### config.mk
export PLATFORM = sky130hd
export DESIGN_NAME = mux4_rr_arbiter_flat
export DESIGN_NICKNAME = d
export VERILOG_FILES = /design/src/rtl/mux4_rr_arbiter_if.sv /design/src/rtl/mux4_rr_arbiter.sv /design/src/flat_wrapper.sv
export SDC_FILE = /design/constraint.sdc
export NUM_CORES = 1
export LEC_CHECK = 0
export ABC_AREA = 1
export CAP_MARGIN = 40
export CORE_MARGIN = 1.5
export CORE_UTILIZATION = 29
export CTS_CLUSTER_SIZE = 20
export DETAILED_ROUTE_END_ITERATION = 7
export PLACE_DENSITY_LB_ADDON = 0.2
export SLEW_MARGIN = 15
export SYNTH_ARGS = -nofsm -noshare
export SYNTH_HDL_FRONTEND = slang
export SYNTH_SLANG_ARGS = --single-unit
### constraint.sdc
create_clock -name clk -period 4.79 [get_ports clk]
set_input_delay 0.7185 -clock clk [delete_from_list [all_inputs] [get_ports clk]]
set_output_delay 0.7185 -clock clk [all_outputs]
set_load 0.01 [all_outputs]
### src/rtl/mux4_rr_arbiter_if.sv
// Bundle of the request/data/grant signals shared between four producers
// and the round-robin arbiter that owns the single output path.
interface mux4_rr_arbiter_if #(
    parameter int DW = 8
);
    logic [3:0]    req;
    logic [DW-1:0] in0;
    logic [DW-1:0] in1;
    logic [DW-1:0] in2;
    logic [DW-1:0] in3;
    logic [3:0]    gnt;
    logic          sel1;
    logic          sel0;
    logic [DW-1:0] out;
    logic          out_valid;

    // Producer side: raises requests, presents data, observes the grant
    modport master (
        output req, in0, in1, in2, in3,
        input  gnt, sel1, sel0, out, out_valid
    );

    // Arbiter side
    modport slave (
        input  req, in0, in1, in2, in3,
        output gnt, sel1, sel0, out, out_valid
    );
endinterface

### src/rtl/mux4_rr_arbiter.sv
// Round-robin arbiter driving a shared 4:1 data mux. One owner at a time,
// with a hold limit that forces a handover when someone else is waiting.
module mux4_rr_arbiter #(
    parameter int DW       = 8,
    parameter int MAX_HOLD = 4
) (
    input  logic              clk,
    input  logic              rst_n,
    mux4_rr_arbiter_if.slave  bus
);
    localparam logic [3:0] HOLD_LAST = 4'(MAX_HOLD - 1);

    typedef enum logic {
        IDLE  = 1'b0,
        GRANT = 1'b1
    } state_t;

    state_t      state_reg, state_next;
    logic [1:0]  owner_reg, owner_next;
    logic [1:0]  last_reg, last_next;
    logic [3:0]  hold_cnt_reg, hold_cnt_next;
    logic [3:0]  gnt_reg;
    logic        valid_reg;

    // Requests rotated so that bit 0 is the index right after the last grant;
    // the last-granted index itself lands in bit 3 (lowest priority).
    logic [3:0]  req_rot;
    logic [1:0]  pick_ofs;
    logic [1:0]  pick;
    logic [3:0]  owner_onehot;
    logic        others_waiting;

    for (genvar gi = 0; gi < 4; gi++) begin : g_rot
        assign req_rot[gi] = bus.req[2'(last_reg + 2'(gi + 1))];
    end

    // First asserted position in rotated order wins
    always_comb begin
        pick_ofs = 2'd0;
        if (req_rot[0])      pick_ofs = 2'd0;
        else if (req_rot[1]) pick_ofs = 2'd1;
        else if (req_rot[2]) pick_ofs = 2'd2;
        else if (req_rot[3]) pick_ofs = 2'd3;
    end

    assign pick           = 2'(last_reg + 2'd1 + pick_ofs);
    assign owner_onehot   = 4'b0001 << owner_reg;
    assign others_waiting = |(bus.req & ~owner_onehot);

    // Next-state: release first, then forced switch, otherwise keep owner
    always_comb begin
        state_next    = state_reg;
        owner_next    = owner_reg;
        last_next     = last_reg;
        hold_cnt_next = hold_cnt_reg;
        case (state_reg)
            IDLE: begin
                if (|bus.req) begin
                    state_next    = GRANT;
                    owner_next    = pick;
                    last_next     = pick;
                    hold_cnt_next = 4'd0;
                end
            end
            GRANT: begin
                if (!bus.req[owner_reg]) begin
                    hold_cnt_next = 4'd0;
                    if (others_waiting) begin
                        owner_next = pick;
                        last_next  = pick;
                    end else begin
                        state_next = IDLE;
                    end
                end else if (hold_cnt_reg == HOLD_LAST && others_waiting) begin
                    // last == owner here, so the pick skips the current owner
                    owner_next    = pick;
                    last_next     = pick;
                    hold_cnt_next = 4'd0;
                end else if (hold_cnt_reg != HOLD_LAST) begin
                    hold_cnt_next = hold_cnt_reg + 4'd1;
                end
            end
            default: state_next = IDLE;
        endcase
    end

    // State and registered outputs, all updated from the same next values
    always_ff @(posedge clk) begin
        if (!rst_n) begin
            state_reg    <= IDLE;
            owner_reg    <= 2'd0;
            last_reg     <= 2'd3;
            hold_cnt_reg <= 4'd0;
            gnt_reg      <= 4'b0000;
            valid_reg    <= 1'b0;
        end else begin
            state_reg    <= state_next;
            owner_reg    <= owner_next;
            last_reg     <= last_next;
            hold_cnt_reg <= hold_cnt_next;
            gnt_reg      <= (state_next == GRANT) ? (4'b0001 << owner_next) : 4'b0000;
            valid_reg    <= (state_next == GRANT);
        end
    end

    assign bus.gnt       = gnt_reg;
    assign bus.sel1      = owner_reg[1];
    assign bus.sel0      = owner_reg[0];
    assign bus.out_valid = valid_reg;

    // Zero-latency data path from the registered select, forced to 0 when idle
    always_comb begin
        bus.out = '0;
        if (valid_reg) begin
            case (owner_reg)
                2'd0: bus.out = bus.in0;
                2'd1: bus.out = bus.in1;
                2'd2: bus.out = bus.in2;
                2'd3: bus.out = bus.in3;
            endcase
        end
    end
endmodule

### src/flat_wrapper.sv
// flat-port wrapper written by rule: the top's interface ports become plain ports
module mux4_rr_arbiter_flat 
#(
    parameter int DW       = 8,
    parameter int MAX_HOLD = 4
)
  (clk, rst_n, bus_req, bus_in0, bus_in1, bus_in2, bus_in3, bus_gnt, bus_sel1, bus_sel0, bus_out, bus_out_valid);
  mux4_rr_arbiter_if #(.DW(DW)) bus_i ();
  input  logic clk;
  input  logic rst_n;
  input wire logic [$bits(bus_i.req)-1:0] bus_req;
  input wire logic [$bits(bus_i.in0)-1:0] bus_in0;
  input wire logic [$bits(bus_i.in1)-1:0] bus_in1;
  input wire logic [$bits(bus_i.in2)-1:0] bus_in2;
  input wire logic [$bits(bus_i.in3)-1:0] bus_in3;
  output wire logic [$bits(bus_i.gnt)-1:0] bus_gnt;
  output wire logic [$bits(bus_i.sel1)-1:0] bus_sel1;
  output wire logic [$bits(bus_i.sel0)-1:0] bus_sel0;
  output wire logic [$bits(bus_i.out)-1:0] bus_out;
  output wire logic [$bits(bus_i.out_valid)-1:0] bus_out_valid;
  assign bus_i.req = bus_req;
  assign bus_i.in0 = bus_in0;
  assign bus_i.in1 = bus_in1;
  assign bus_i.in2 = bus_in2;
  assign bus_i.in3 = bus_in3;
  assign bus_gnt = bus_i.gnt;
  assign bus_sel1 = bus_i.sel1;
  assign bus_sel0 = bus_i.sel0;
  assign bus_out = bus_i.out;
  assign bus_out_valid = bus_i.out_valid;
  mux4_rr_arbiter #(.DW(DW), .MAX_HOLD(MAX_HOLD)) u_core (.clk(clk), .rst_n(rst_n), .bus(bus_i));
endmodule
==> impl_metrics.env <==
export IMPL_status="complete, no violations"
export IMPL_final_nets=292
export IMPL_hold_viol=0
export IMPL_finClkSkew_ns=0.00484
export IMPL_wl_mm=3.39
export IMPL_synth_xor_area_share_pct=1.42
export IMPL_relSlewSlack_pct=59.2
export IMPL_fin_tns_setup_ns=0
export IMPL_worst_slew_pin_slew_ns=0.610
export IMPL_ios=53
export IMPL_rows=23
export IMPL_grt_pass1_wl_mm=5.66
export IMPL_vias=1380
export IMPL_ff2ff_setup_slack_ns=2.67
export IMPL_yosysTopAreaCell="nand2_1"
export IMPL_syn_area_per_cell_sq_um=6.22
export IMPL_crit_chain="inv_2 > nor2_1 > nand2_1 > a41oi_1 > clkdlybuf4s50_1"
export IMPL_reg2reg_to="u_core.bus.gnt[2]$_SDFF_PN0_"
export IMPL_place_hpwl_mm=2.73
export IMPL_leakage_nw=0.814
export IMPL_hold_buffers=0
export IMPL_min_period_over_period_pct=64.5
export IMPL_clkTransAtPathRegs_ns=0.05
export IMPL_clock_path_buffers=2
export IMPL_cts_resized=0
export IMPL_layout_commonest_cell="nand2_1"
export IMPL_place_congestion=0.818
export IMPL_yosys_top_cells_area="nand2_1 27%, dfxtp_1 21%, a41oi_1 5.7%, nand2_2 4.6%, nand2_4 4.6%"
export IMPL_area_growth_pct=48.5
export IMPL_worstHoldPathType="register to register"
export IMPL_critPathSlowestCell="dfxtp_1"
export IMPL_wl_per_cell_um=11.3
export IMPL_crit_family="buffers and inverters"
export IMPL_drt_initial_drc_count=102
export IMPL_start_util_pct=30.6
export IMPL_overflow=0
export IMPL_firstDrtPassIters=4
export IMPL_grt_pass1_vias=1212
export IMPL_seq_area_frac_synth_pct=21.1
export IMPL_antenna_found_initial=0
export IMPL_crit_cells=5
export IMPL_worstPathMaxFanout=9
export IMPL_rr_worst_depth=15
export IMPL_start_kind="register"
export IMPL_power_density_nw_per_um2=430
export IMPL_dieHeight_um=68.2
export IMPL_crit_type="register to output port"
export IMPL_worst_ep_required_time_ns=4.07
export IMPL_synth_distinct_cells=26
export IMPL_synthCells=198
export IMPL_setup_violations=0
export IMPL_muxShareOfSynthArea_pct=0
export IMPL_crit_buf_inv=2
export IMPL_drv_cap=0
export IMPL_die_area_sq_um=4650
export IMPL_rsz0062_at_grt="false"
export IMPL_synth_ff_type="dfxtp_1"
export IMPL_synth_top_family_by_area="simple AND/OR/NAND/NOR gates"
export IMPL_layout_min_cycle_time_ns=3.09
export IMPL_slowest_delay_ns=0.60
export IMPL_detail_route_antenna_nets=0
export IMPL_core_area_sq_um=4030
export IMPL_regToRegStartpoint="u_core.last_reg[0]$_SDFFE_PN1P_"
export IMPL_drc=0
export IMPL_synth_fa_ha_area_share_pct=2.03
export IMPL_die_w_um=68.2
export IMPL_finalNonFillerCells=301
export IMPL_holdPathStages=2
export IMPL_grt_usage_pct=15.7
export IMPL_cp_end_kind="output port"
export IMPL_final_cell_mix="89 x nand2_1, 52 x clkdlybuf4s50_1, 13 x inv_1, 13 x nor2_1, 13 x dfxtp_1"
export IMPL_critPathLaunch="u_core.owner_reg[0]$_SDFF_PN0_"
export IMPL_postSynth_asyncResetShare_pct=0
export IMPL_synth_top_cell_area_share_pct=27.1
export IMPL_cts_tree="yes"
export IMPL_vdd_drop_max_uv=236
export IMPL_slew_violations=0
export IMPL_synth_nets=238
export IMPL_synth_compound_area_share_pct=12.1
export IMPL_yosysWarnings=0
export IMPL_syn_cell_area_sq_um=1230
export IMPL_synth_edff_count=0
export IMPL_synth_simple_gate_area_share_pct=53.8
export IMPL_crit_end="bus_out[4]"
export IMPL_yosys_register_bits=13
export IMPL_clock_sinks=13
export IMPL_port_buffers=52
export IMPL_antenna_cells=0
export IMPL_placed_cells=297
export IMPL_drive_gt1_share_pct=14.7
export IMPL_viasPerCell=4.58
export IMPL_cts_made_buffers=3
export IMPL_grt_max_degree=11
export IMPL_cts_setup_buffers=0
export IMPL_fmax_ghz=0.324
export IMPL_ctsRootBufferMaster="clkbuf_8"
export IMPL_arrival_ns=2.37
export IMPL_clk_insertion_delay_late_ns=0.24
export IMPL_h_tree_depth=1
cells in the mapped netlist, types with 2 or more instances:
library cell,instances
nand2_1,89
dfxtp_1,13
inv_1,13
nor2_1,13
nand2_2,9
a41oi_1,8
inv_2,8
nand3_1,8
a21oi_1,5
nand2_4,5
nor2_4,4
nand3_2,3
nand4_1,3
buf_6,2
ha_1,2
o211ai_1,2
xor2_1,2
area by class of cell:
type | count | area (sq um)
Inverter | 22 | 87.6
Clock buffer | 4 | 45.0
Multi-Input combinational cell | 160 | 855
Sequential cell | 13 | 260
Fill cell | 428 | 2200
Timing Repair Buffer | 52 | 520
Tap cell | 50 | 62.6
power breakdown:
part	switching [W]	leakage, nW	total, W	internal [W]
Sequential	0.0000435	0.107	0.000178	0.000134
Combinational	0.000291	0.685	0.000514	0.000223
Clock	0.0000364	0.0228	0.0000949	0.0000586
Total	0.000371	0.814	0.000787	0.000416
cell families after synthesis:
family                   count (synthesis)
buffers and inverters                   25
AND/OR/NAND/NOR                        137
AO/OA/AOI/OAI                           19
flip-flops                              13
XOR/XNOR                                 2
adder cells (fa/ha/maj)                  2
routing by layer:
metal	vias up	share of wire, %	global-route usage, %
li1	741	-	-
met1	624	48	21.3
met2	13	49	25.8
met3	2	3.0	3.78
met4	0	0.18	2.00
met5	-	0	0
worst register-to-register path, delay by kind of cell, from the launching register on:
family,cells,cell delay (ns)
buffers and inverters,3,0.22
AOI/OAI and AO/OA,2,0.25
adders and majority gates,1,0.29
DFF,1,0.58
and+or+nand+nor,9,0.72
how the worst min path moves through the flow:
stage | start | slack (ns) | end
floorplan | u_core.hold_cnt_reg[1]$_SDFFE_PN0P_ | 0.46 | u_core.hold_cnt_reg[1]$_SDFFE_PN0P_
global placement | u_core.hold_cnt_reg[1]$_SDFFE_PN0P_ | 0.48 | u_core.hold_cnt_reg[1]$_SDFFE_PN0P_
detailed placement | u_core.hold_cnt_reg[0]$_SDFFE_PN0P_ | 0.48 | u_core.hold_cnt_reg[0]$_SDFFE_PN0P_
CTS | u_core.hold_cnt_reg[0]$_SDFFE_PN0P_ | 0.49 | u_core.hold_cnt_reg[0]$_SDFFE_PN0P_
global route | u_core.hold_cnt_reg[0]$_SDFFE_PN0P_ | 0.51 | u_core.hold_cnt_reg[0]$_SDFFE_PN0P_
finish | u_core.hold_cnt_reg[0]$_SDFFE_PN0P_ | 0.49 | u_core.hold_cnt_reg[0]$_SDFFE_PN0P_
per-stage QoR:
stage	hold slack [ns]	instance area, sq um	total power [W]	util, %	setup slack [ns]
final	0.494	1830	0.000787	45.4	1.70
after global placement	0.478	1790	0.000697	44.3	2.01
after CTS	0.492	1830	0.000797	45.4	1.71
after global routing	0.509	1830	0.000864	45.4	1.50
after floorplan	0.457	1230	0.000552	-	2.68
after detailed placement	0.480	1790	0.000697	44.3	1.98
Power figures use the tool's default switching activity.
